--- src/rtl/rv_go_pkg.sv ---
// Shared encodings for the rv_go memory arbiter: load/store op codes, access sizes
// and arbiter FSM states.
package rv_go_pkg;

  localparam logic [2:0] MEM_B  = 3'b000;
  localparam logic [2:0] MEM_H  = 3'b001;
  localparam logic [2:0] MEM_W  = 3'b010;
  localparam logic [2:0] MEM_BU = 3'b100;
  localparam logic [2:0] MEM_HU = 3'b101;

  typedef enum logic [1:0] {
    ST_IDLE    = 2'd0,
    ST_WAIT_IF = 2'd1,
    ST_WAIT_D  = 2'd2
  } arb_state_e;

  typedef enum logic [1:0] {
    SZ_B = 2'd0,
    SZ_H = 2'd1,
    SZ_W = 2'd2
  } mem_size_e;

  // Unsupported op codes fall back to word accesses
  function automatic mem_size_e op_size(input logic [2:0] op);
    case (op)
      MEM_B, MEM_BU: op_size = SZ_B;
      MEM_H, MEM_HU: op_size = SZ_H;
      MEM_W:         op_size = SZ_W;
      default:       op_size = SZ_W;
    endcase
  endfunction

endpackage

--- src/rtl/rv_go_lsu_align.sv ---
// Combinational load/store lane handling: store strobes and lane replication,
// misalignment detection, and load byte/half extraction with sign/zero extension.
module rv_go_lsu_align
  import rv_go_pkg::*;
(
  input  logic [2:0]  req_op,
  input  logic [1:0]  req_lo,
  input  logic [31:0] req_wdata,
  output logic        misaligned,
  output logic [3:0]  st_strb,
  output logic [31:0] st_lane,
  input  logic [2:0]  ld_op,
  input  logic [1:0]  ld_lo,
  input  logic [31:0] ld_raw,
  output logic [31:0] ld_data
);

  logic [31:0] ld_shift;
  logic        ld_sext;

  // Request side: strobes, replicated write lanes and alignment check
  always_comb begin
    misaligned = 1'b0;
    st_strb    = 4'b1111;
    st_lane    = req_wdata;
    case (op_size(req_op))
      SZ_B: begin
        st_strb = 4'b0001 << req_lo;
        st_lane = {4{req_wdata[7:0]}};
      end
      SZ_H: begin
        st_strb    = 4'b0011 << req_lo;
        st_lane    = {2{req_wdata[15:0]}};
        misaligned = req_lo[0];
      end
      default: begin
        misaligned = |req_lo;
      end
    endcase
  end

  // Response side: bring the addressed lane down to bit 0, then extend
  always_comb begin
    ld_shift = ld_raw >> {ld_lo, 3'b000};
    ld_sext  = ~ld_op[2];
    case (op_size(ld_op))
      SZ_B:    ld_data = {{24{ld_sext & ld_shift[7]}}, ld_shift[7:0]};
      SZ_H:    ld_data = {{16{ld_sext & ld_shift[15]}}, ld_shift[15:0]};
      default: ld_data = ld_shift;
    endcase
  end

endmodule

--- src/rtl/rv_go_mem_arbiter.sv ---
// Single-port memory arbiter between instruction fetch and load/store with a
// D-over-IF priority, IF starvation guard and one outstanding transaction.
module rv_go_mem_arbiter
  import rv_go_pkg::*;
#(
  parameter int unsigned MAX_D_STREAK = 4
) (
  input  logic        clk,
  input  logic        rst,
  input  logic        if_req,
  input  logic [31:0] if_addr,
  output logic        if_rvalid,
  output logic [31:0] if_rdata,
  input  logic        d_req,
  input  logic        d_we,
  input  logic [2:0]  d_op,
  input  logic [31:0] d_addr,
  input  logic [31:0] d_wdata,
  output logic        d_rvalid,
  output logic [31:0] d_rdata,
  output logic        d_err,
  output logic        mem_req,
  input  logic        mem_gnt,
  output logic        mem_we,
  output logic [31:0] mem_addr,
  output logic [3:0]  mem_wstrb,
  output logic [31:0] mem_wdata,
  input  logic        mem_rvalid,
  input  logic [31:0] mem_rdata
);

  localparam int unsigned STREAK_W = $clog2(MAX_D_STREAK + 1);

  arb_state_e          state, state_nxt;
  logic                err_pend, err_pend_nxt;
  logic [STREAK_W-1:0] streak, streak_nxt;
  logic                d_we_q;
  logic [2:0]          d_op_q;
  logic [1:0]          d_lo_q;
  logic                d_ok, d_grant, if_grant, misaligned;
  logic [3:0]          st_strb;
  logic [31:0]         st_lane, ld_data;

  rv_go_lsu_align u_align (
    .req_op     (d_op),
    .req_lo     (d_addr[1:0]),
    .req_wdata  (d_wdata),
    .misaligned (misaligned),
    .st_strb    (st_strb),
    .st_lane    (st_lane),
    .ld_op      (d_op_q),
    .ld_lo      (d_lo_q),
    .ld_raw     (mem_rdata),
    .ld_data    (ld_data)
  );

  // State, streak, pending error and the captured D request attributes
  always_ff @(posedge clk or posedge rst) begin
    if (rst) begin
      state    <= ST_IDLE;
      err_pend <= 1'b0;
      streak   <= '0;
      d_we_q   <= 1'b0;
      d_op_q   <= 3'b000;
      d_lo_q   <= 2'b00;
    end else begin
      state    <= state_nxt;
      err_pend <= err_pend_nxt;
      streak   <= streak_nxt;
      if (d_grant) begin
        d_we_q <= d_we;
        d_op_q <= d_op;
        d_lo_q <= d_addr[1:0];
      end
    end
  end

  // Arbitration, memory request drive and response routing
  always_comb begin
    state_nxt    = state;
    err_pend_nxt = 1'b0;
    d_grant      = 1'b0;
    if_grant     = 1'b0;
    mem_req      = 1'b0;
    mem_we       = 1'b0;
    mem_addr     = 32'h0;
    mem_wstrb    = 4'b0000;
    mem_wdata    = 32'h0;
    if_rvalid    = 1'b0;
    if_rdata     = 32'h0;
    d_rvalid     = 1'b0;
    d_rdata      = 32'h0;
    d_err        = 1'b0;
    d_ok         = d_req && !err_pend && (!if_req || (streak < STREAK_W'(MAX_D_STREAK)));

    if (!rst) begin
      if (err_pend) begin
        d_rvalid = 1'b1;
        d_err    = 1'b1;
      end
      case (state)
        ST_IDLE: begin
          if (d_ok && !misaligned) begin
            mem_req   = 1'b1;
            mem_we    = d_we;
            mem_addr  = d_addr & ~32'h3;
            mem_wstrb = d_we ? st_strb : 4'b0000;
            mem_wdata = d_we ? st_lane : 32'h0;
            if (mem_gnt) begin
              d_grant   = 1'b1;
              state_nxt = ST_WAIT_D;
            end
          end else begin
            // A rejected D access still lets a waiting fetch go out this cycle
            err_pend_nxt = d_ok;
            if (if_req) begin
              mem_req  = 1'b1;
              mem_addr = if_addr & ~32'h3;
              if (mem_gnt) begin
                if_grant  = 1'b1;
                state_nxt = ST_WAIT_IF;
              end
            end
          end
        end
        ST_WAIT_IF: begin
          if (mem_rvalid) begin
            if_rvalid = 1'b1;
            if_rdata  = mem_rdata;
            state_nxt = ST_IDLE;
          end
        end
        ST_WAIT_D: begin
          if (mem_rvalid) begin
            d_rvalid  = 1'b1;
            d_rdata   = d_we_q ? 32'h0 : ld_data;
            state_nxt = ST_IDLE;
          end
        end
        default: state_nxt = ST_IDLE;
      endcase
    end

    if (!if_req || if_grant)
      streak_nxt = '0;
    else if (d_grant && (streak < STREAK_W'(MAX_D_STREAK)))
      streak_nxt = streak + STREAK_W'(1);
    else
      streak_nxt = streak;
  end

endmodule

--- config.mk ---
export PLATFORM = sky130hd
export DESIGN_NAME = rv_go_mem_arbiter
export DESIGN_NICKNAME = d
export VERILOG_FILES = /design/src/rtl/rv_go_pkg.sv /design/src/rtl/rv_go_lsu_align.sv /design/src/rtl/rv_go_mem_arbiter.sv
export SDC_FILE = /design/constraint.sdc
export NUM_CORES = 1
export LEC_CHECK = 0
export CORE_AREA = 3 3 106 108
export DETAILED_ROUTE_END_ITERATION = 16
export DIE_AREA = 0 0 109 111
export PLACE_DENSITY = 0.71
export SYNTH_ARGS = -nofsm -noshare
export SYNTH_HDL_FRONTEND = slang
export SYNTH_SLANG_ARGS = --single-unit
--- constraint.sdc ---
create_clock -name clk -period 2.59 [get_ports clk]
set_clock_uncertainty 0.05 [all_clocks]
set_input_delay 0.259 -clock clk [delete_from_list [all_inputs] [get_ports clk]]
set_output_delay 0.259 -clock clk [all_outputs]
set_load 0.005 [all_outputs]
# After elaboration in Yosys (flattened, before gate mapping)
# Cells that the tools add are included.
# op_classes
n_mul	0
div	0
n_reduce_logical	22
addsub	1
bitwise_logic	4
eq_ne	13
n_mux	59
order_cmp	1
shift	3
# ops
operator	n
$mux W32	15
$pmux W32 S2	2
$shr A32 B5 Y32	1
$mux W1	26
$mux W4	4
$eq A3 B3 Y1 const B	4
$pmux W2 S2	3
$reduce_or A2 Y1	6
$mux W2	5
$pmux W4 S2	1
$eq A2 B1 Y1 const B	3
$eq A3 B1 Y1 const B	2
$logic_not A2 Y1	3
$logic_not A3 Y1	2
$mux W3	2
$logic_and A1 B1 Y1	4
$reduce_and A4 Y1	1
$shl A1 B2 Y4 const A	1
$shl A2 B2 Y4 const A	1
$add A3 B1 Y3 const B	1
$logic_not A1 Y1	3
$lt A3 B3 Y1 const B	1
$ne A3 B3 Y1 const B	1
$and A1 B1 Y1	2
other kinds (7)	9
# word_totals
output_inout_bits	137
elab_cells	109
register_bits	12
inputBits	138
romBits	0
ram_bits	0
n_memories	0
latchBits	0

# Longest topological paths before layout
# logic_depth
word_depth	13
mapped_depth	8
ltp_nobuf	7

# Modules after synthesis
# From an unflattened synthesis, not the netlist that was laid out.
# unflattened
hier_cells	459
hier_area_um2	3254.4
# by_module_without_submodules
mod	area_each_um2	cells_per_inst	seq_area_each_um2	instances
rv_go_mem_arbiter	2011.9	291	300.3	1
rv_go_lsu_align	1242.4	168	0.0	1

# Least setup slack after synthesis
# Ideal clock, no wire load.
# synth_timing
path_kind	reg2out
start	register state[0]
end	output port d_rdata[24]
arrival_ns	1.625
setup_slack_ns	0.656
stages_incl_launch_ff	9
cell_sequence	dfrtp_1 > inv_1 > ha_1 > nand4bb_1 > buf_2 > or3b_1 > buf_2 > nor2_8 > a21o_1
# synth_between
elab_chain_len	3
# synth_lines
item	line	source
start, declared	rv_go_mem_arbiter.sv:34	arb_state_e state, state_nxt;
start signal, assigned	rv_go_mem_arbiter.sv:67	state <= state_nxt;
$eq A2 B2 Y1	rv_go_mem_arbiter.sv:101	case (state)
$mux W32	rv_go_mem_arbiter.sv:101	
$mux W32	rv_go_mem_arbiter.sv:96	if (!rst) begin
end, declared	rv_go_mem_arbiter.sv:20	output logic [31:0] d_rdata,
# Every way passes these cells.

# Worst setup path in the final report
# layout_timing
start	register state[0]
end	output port mem_wdata[12]
# layout_between
elab_chain_len	3
# layout_lines
item	line	source
$logic_not A2 Y1	rv_go_mem_arbiter.sv:101	
$mux W32	rv_go_mem_arbiter.sv:101	
$mux W32	rv_go_mem_arbiter.sv:96	
end, declared	rv_go_mem_arbiter.sv:27	output logic [31:0] mem_wdata,
# Every way passes these cells.

==> metrics.cfg <==
[outcome]
outcome = finished, final reports clean

[power]
combPwrFrac_pct = 78.5
p_leak_nw = 3.09
power_mw = 2.44
p_int_mw = 1.43
power.density_mw_per_mm2 = 409
p_sw_mw = 1.01
ir_drop_mv = 0.242
seqPwrFrac_pct = 13.5
pwr-share-clk_pct = 8.0
sw_frac_of_total_pct = 41.5

[route]
wirelength_mm = 14.0
dr.pass1.iters = 4
drtIter0Drc = 159
num_vias = 3877
detail_route.wl_per_cell_microns = 17.6
drc_errors = 0
vias_per_cell = 4.87
ant_nets = 0

[sta]
slew_viol_final = 0
fmax_mhz = 391
fin_crit_sh_pct = 98.7
finalSetupViolCount = 0
fin_ws_ns = 0.0345
post-route-min-period_ns = 2.56
rsz0062_at_grt = true
hold_violations = 0

[worst_setup_path]
critical_path_buf_inv_count = 5
slowest_delay_ns = 0.56
crit_path_max_fanout = 7
worst-endpoint-arrival_ns = 2.25
crit_chain = inv_2, buf_4, buf_4, ha_4, inv_2, nor2_4, nand3_4, a21oi_1, clkdlybuf4s50_1
path_delay_family = buffers and inverters
crit_slowest_cell = clkdlybuf4s50_1
cp_num_cells = 9
startpoint_type = register
critPathCaptureType = output pin
reg2reg_depth = 7
required_ns = 2.28
critPathKind = reg -> out

[placed_design]
place_inst = 766
dpl_cell_area_sq_mm = 0.00554
port_buffers = 270
gp_routability_congestion = 0.906
hpwl_mm = 11.1
place_ws_ns = -0.169

[cells_and_area]
area_delta_synth_final_pct = 138
final_cells = 796
finalInstanceArea_sq_mm = 0.00596
mostFrequentLayoutCells = clkdlybuf4s50_1, buf_4, and2_1
mostFrequentLayoutCell = clkdlybuf4s50_1
nNetsFinal = 803
layout-drive-gt1-share_pct = 17.4
antenna_cells = 0

[grt]
grt_antenna_before_repair = 0
grt_usage_pct = 21.2
grt_pass1_vias = 3890
grt_max_degree = 39
overflow = 0
grt_pass1_wl_mm = 20.6

[cts]
cts_hold_buf = 0
cts_root_buf = clkbuf_8
cts_made_buffers = 3
htreeDepth = 1
clock-sinks = 12
clk_pin_slew_ns = 0.05
cts_max_path_buffers = 2
cts_tree = built
insertion_delay_ns = 0.23

[yosys]
synth_seq_cells = 12
synthDistinctLibCells = 41
ys_warn_count = 0
synth_cells = 359
yosysSeqAreaShare_pct = 12.0
synth_area_sq_mm = 0.00251
avgSynthCellArea_sq_um = 6.99

[die]
core_area_sq_mm = 0.0103
die_area_sq_mm = 0.0121
io_pins = 275
die_h_microns = 111
fp.dieW_microns = 109
start_util_pct = 24.3
row_count = 37

[hold_path]
hp-class = in -> reg
hold_depth = 3

[flow_run]
cap_viol_max_count = 0

-- cells in the mapped netlist --
cell type	n	area (sq um)
buf_2	16	80.1
a21o_1	8	60.1
and3_1	2	12.5
o21a_1	1	7.51
mux2i_1	35	350
and4_1	1	8.76
or2_2	3	18.8
clkbuf_1	11	41.3
or3b_1	1	8.76
inv_1	7	26.3
a21oi_1	33	165
nor2_1	31	116
nand4bb_1	1	11.3
ha_1	4	50.1
o21ai_0	11	55.1
dfrtp_1	12	300
nand2_1	38	143
o211a_1	1	10.0
o211ai_2	1	12.5
and3b_1	1	8.76
nand4_1	1	6.26
nor2_2	1	6.26
or3_1	1	6.26
nor3_1	3	15.0
buf_4	5	37.5
o21bai_1	1	7.51
mux2_2	7	78.8
nor2b_1	12	75.1
buf_1	4	15.0
conb_1	1	3.75
inv_2	1	3.75
nand3_1	2	10.0
a22o_1	32	280
o22ai_1	7	43.8
and2_1	40	250
o21ai_1	1	5.00
a21boi_0	1	7.51
o211ai_1	1	7.51
nor2_8	1	20.0
nand3b_1	3	22.5
a211oi_1	16	120
-- timing repair --
item,in CTS,in global routing
buffers inserted,10,12
setup endpoints to repair,89,61
cloned,3,1
pin swaps,5,9
resized for setup,84,80
-- area by class of cell --
cell class | count | area [sq um]
inverters | 8 | 35.0
well taps | 136 | 170
clock buffers | 4 | 55.1
repair buffers | 332 | 3290
multi-input cells | 304 | 2110
fillers | 906 | 4360
flip-flops and latches | 12 | 302
-- flip-flops by register name (all words and copies together) (netlist names) --
| register | count |
|---|---|
| streak | 3 |
| d_op_q | 3 |
| d_lo_q | 2 |
| err_pend | 1 |
| state | 2 |
| d_we_q | 1 |
-- metal layers --
metal  vias to the layer above  routed length (microns)  global-route usage [%]
met2                       196                     7230                    39.6
met3                         8                     1400                    5.71
met4                         0                      138                    3.54
met1                      1790                     5230                    23.8
met5                         -                        0                       0
li1                       1883                        -                       -
-- worst register-to-register path, cell delays in order (launching register included) --
cell	delay [ns]
dfrtp_1	0.36
inv_2	0.06
buf_4	0.13
buf_4	0.13
ha_4	0.16
and3b_1	0.24
nand2_1	0.23
mux2_2	0.36
-- path summary, 6_finish.rpt --
check                              start             to  slack, ns
max in group asynchronous            rst      d_lo_q[0]       1.81
worst max register to register  state[0]      d_op_q[2]       0.74
min in group asynchronous            rst       state[1]       0.51
worst max-delay path            state[0]  mem_wdata[12]       0.03
worst min-delay path             d_op[1]       err_pend       0.46
worst min register to register    d_we_q         d_we_q       0.47
-- per-stage QoR --
step                util (%)  TNS [ns]  hold WS, ns
detailed placement      53.6     -3.96        0.463
global placement        53.6     -2.88        0.459
CTS                     55.9  -0.00566        0.475
global route            57.8    -0.175        0.499
finish                  57.8         0        0.464
floorplan                  -         0       0.0789
-- kinds of logic (layout without fill, tap and decap cells) --
kind of cell,after synthesis,in the layout,synth area share (%)
and+or+nand+nor,142,142,29.5
AOI/OAI and AO/OA,114,114,31.2
buffers and inverters,44,344,8.13
muxes,42,42,17.1
DFF,12,12,12.0
adders and majority gates,4,4,2.00
other,1,2,0.149
-- power by group through the flow --
stage | clock network, mW | registers (mW) | logic (mW)
6_report | 0.196 | 0.328 | 1.91
5_1_grt | 0.216 | 0.340 | 2.06
4_1_cts | 0.202 | 0.322 | 1.85
3_5_place_dp | 0 | 0.320 | 1.76
3_3_place_gp | 0 | 0.316 | 1.73
2_1_floorplan | 0 | 0.282 | 0.950
Power figures use the tool's default switching activity.
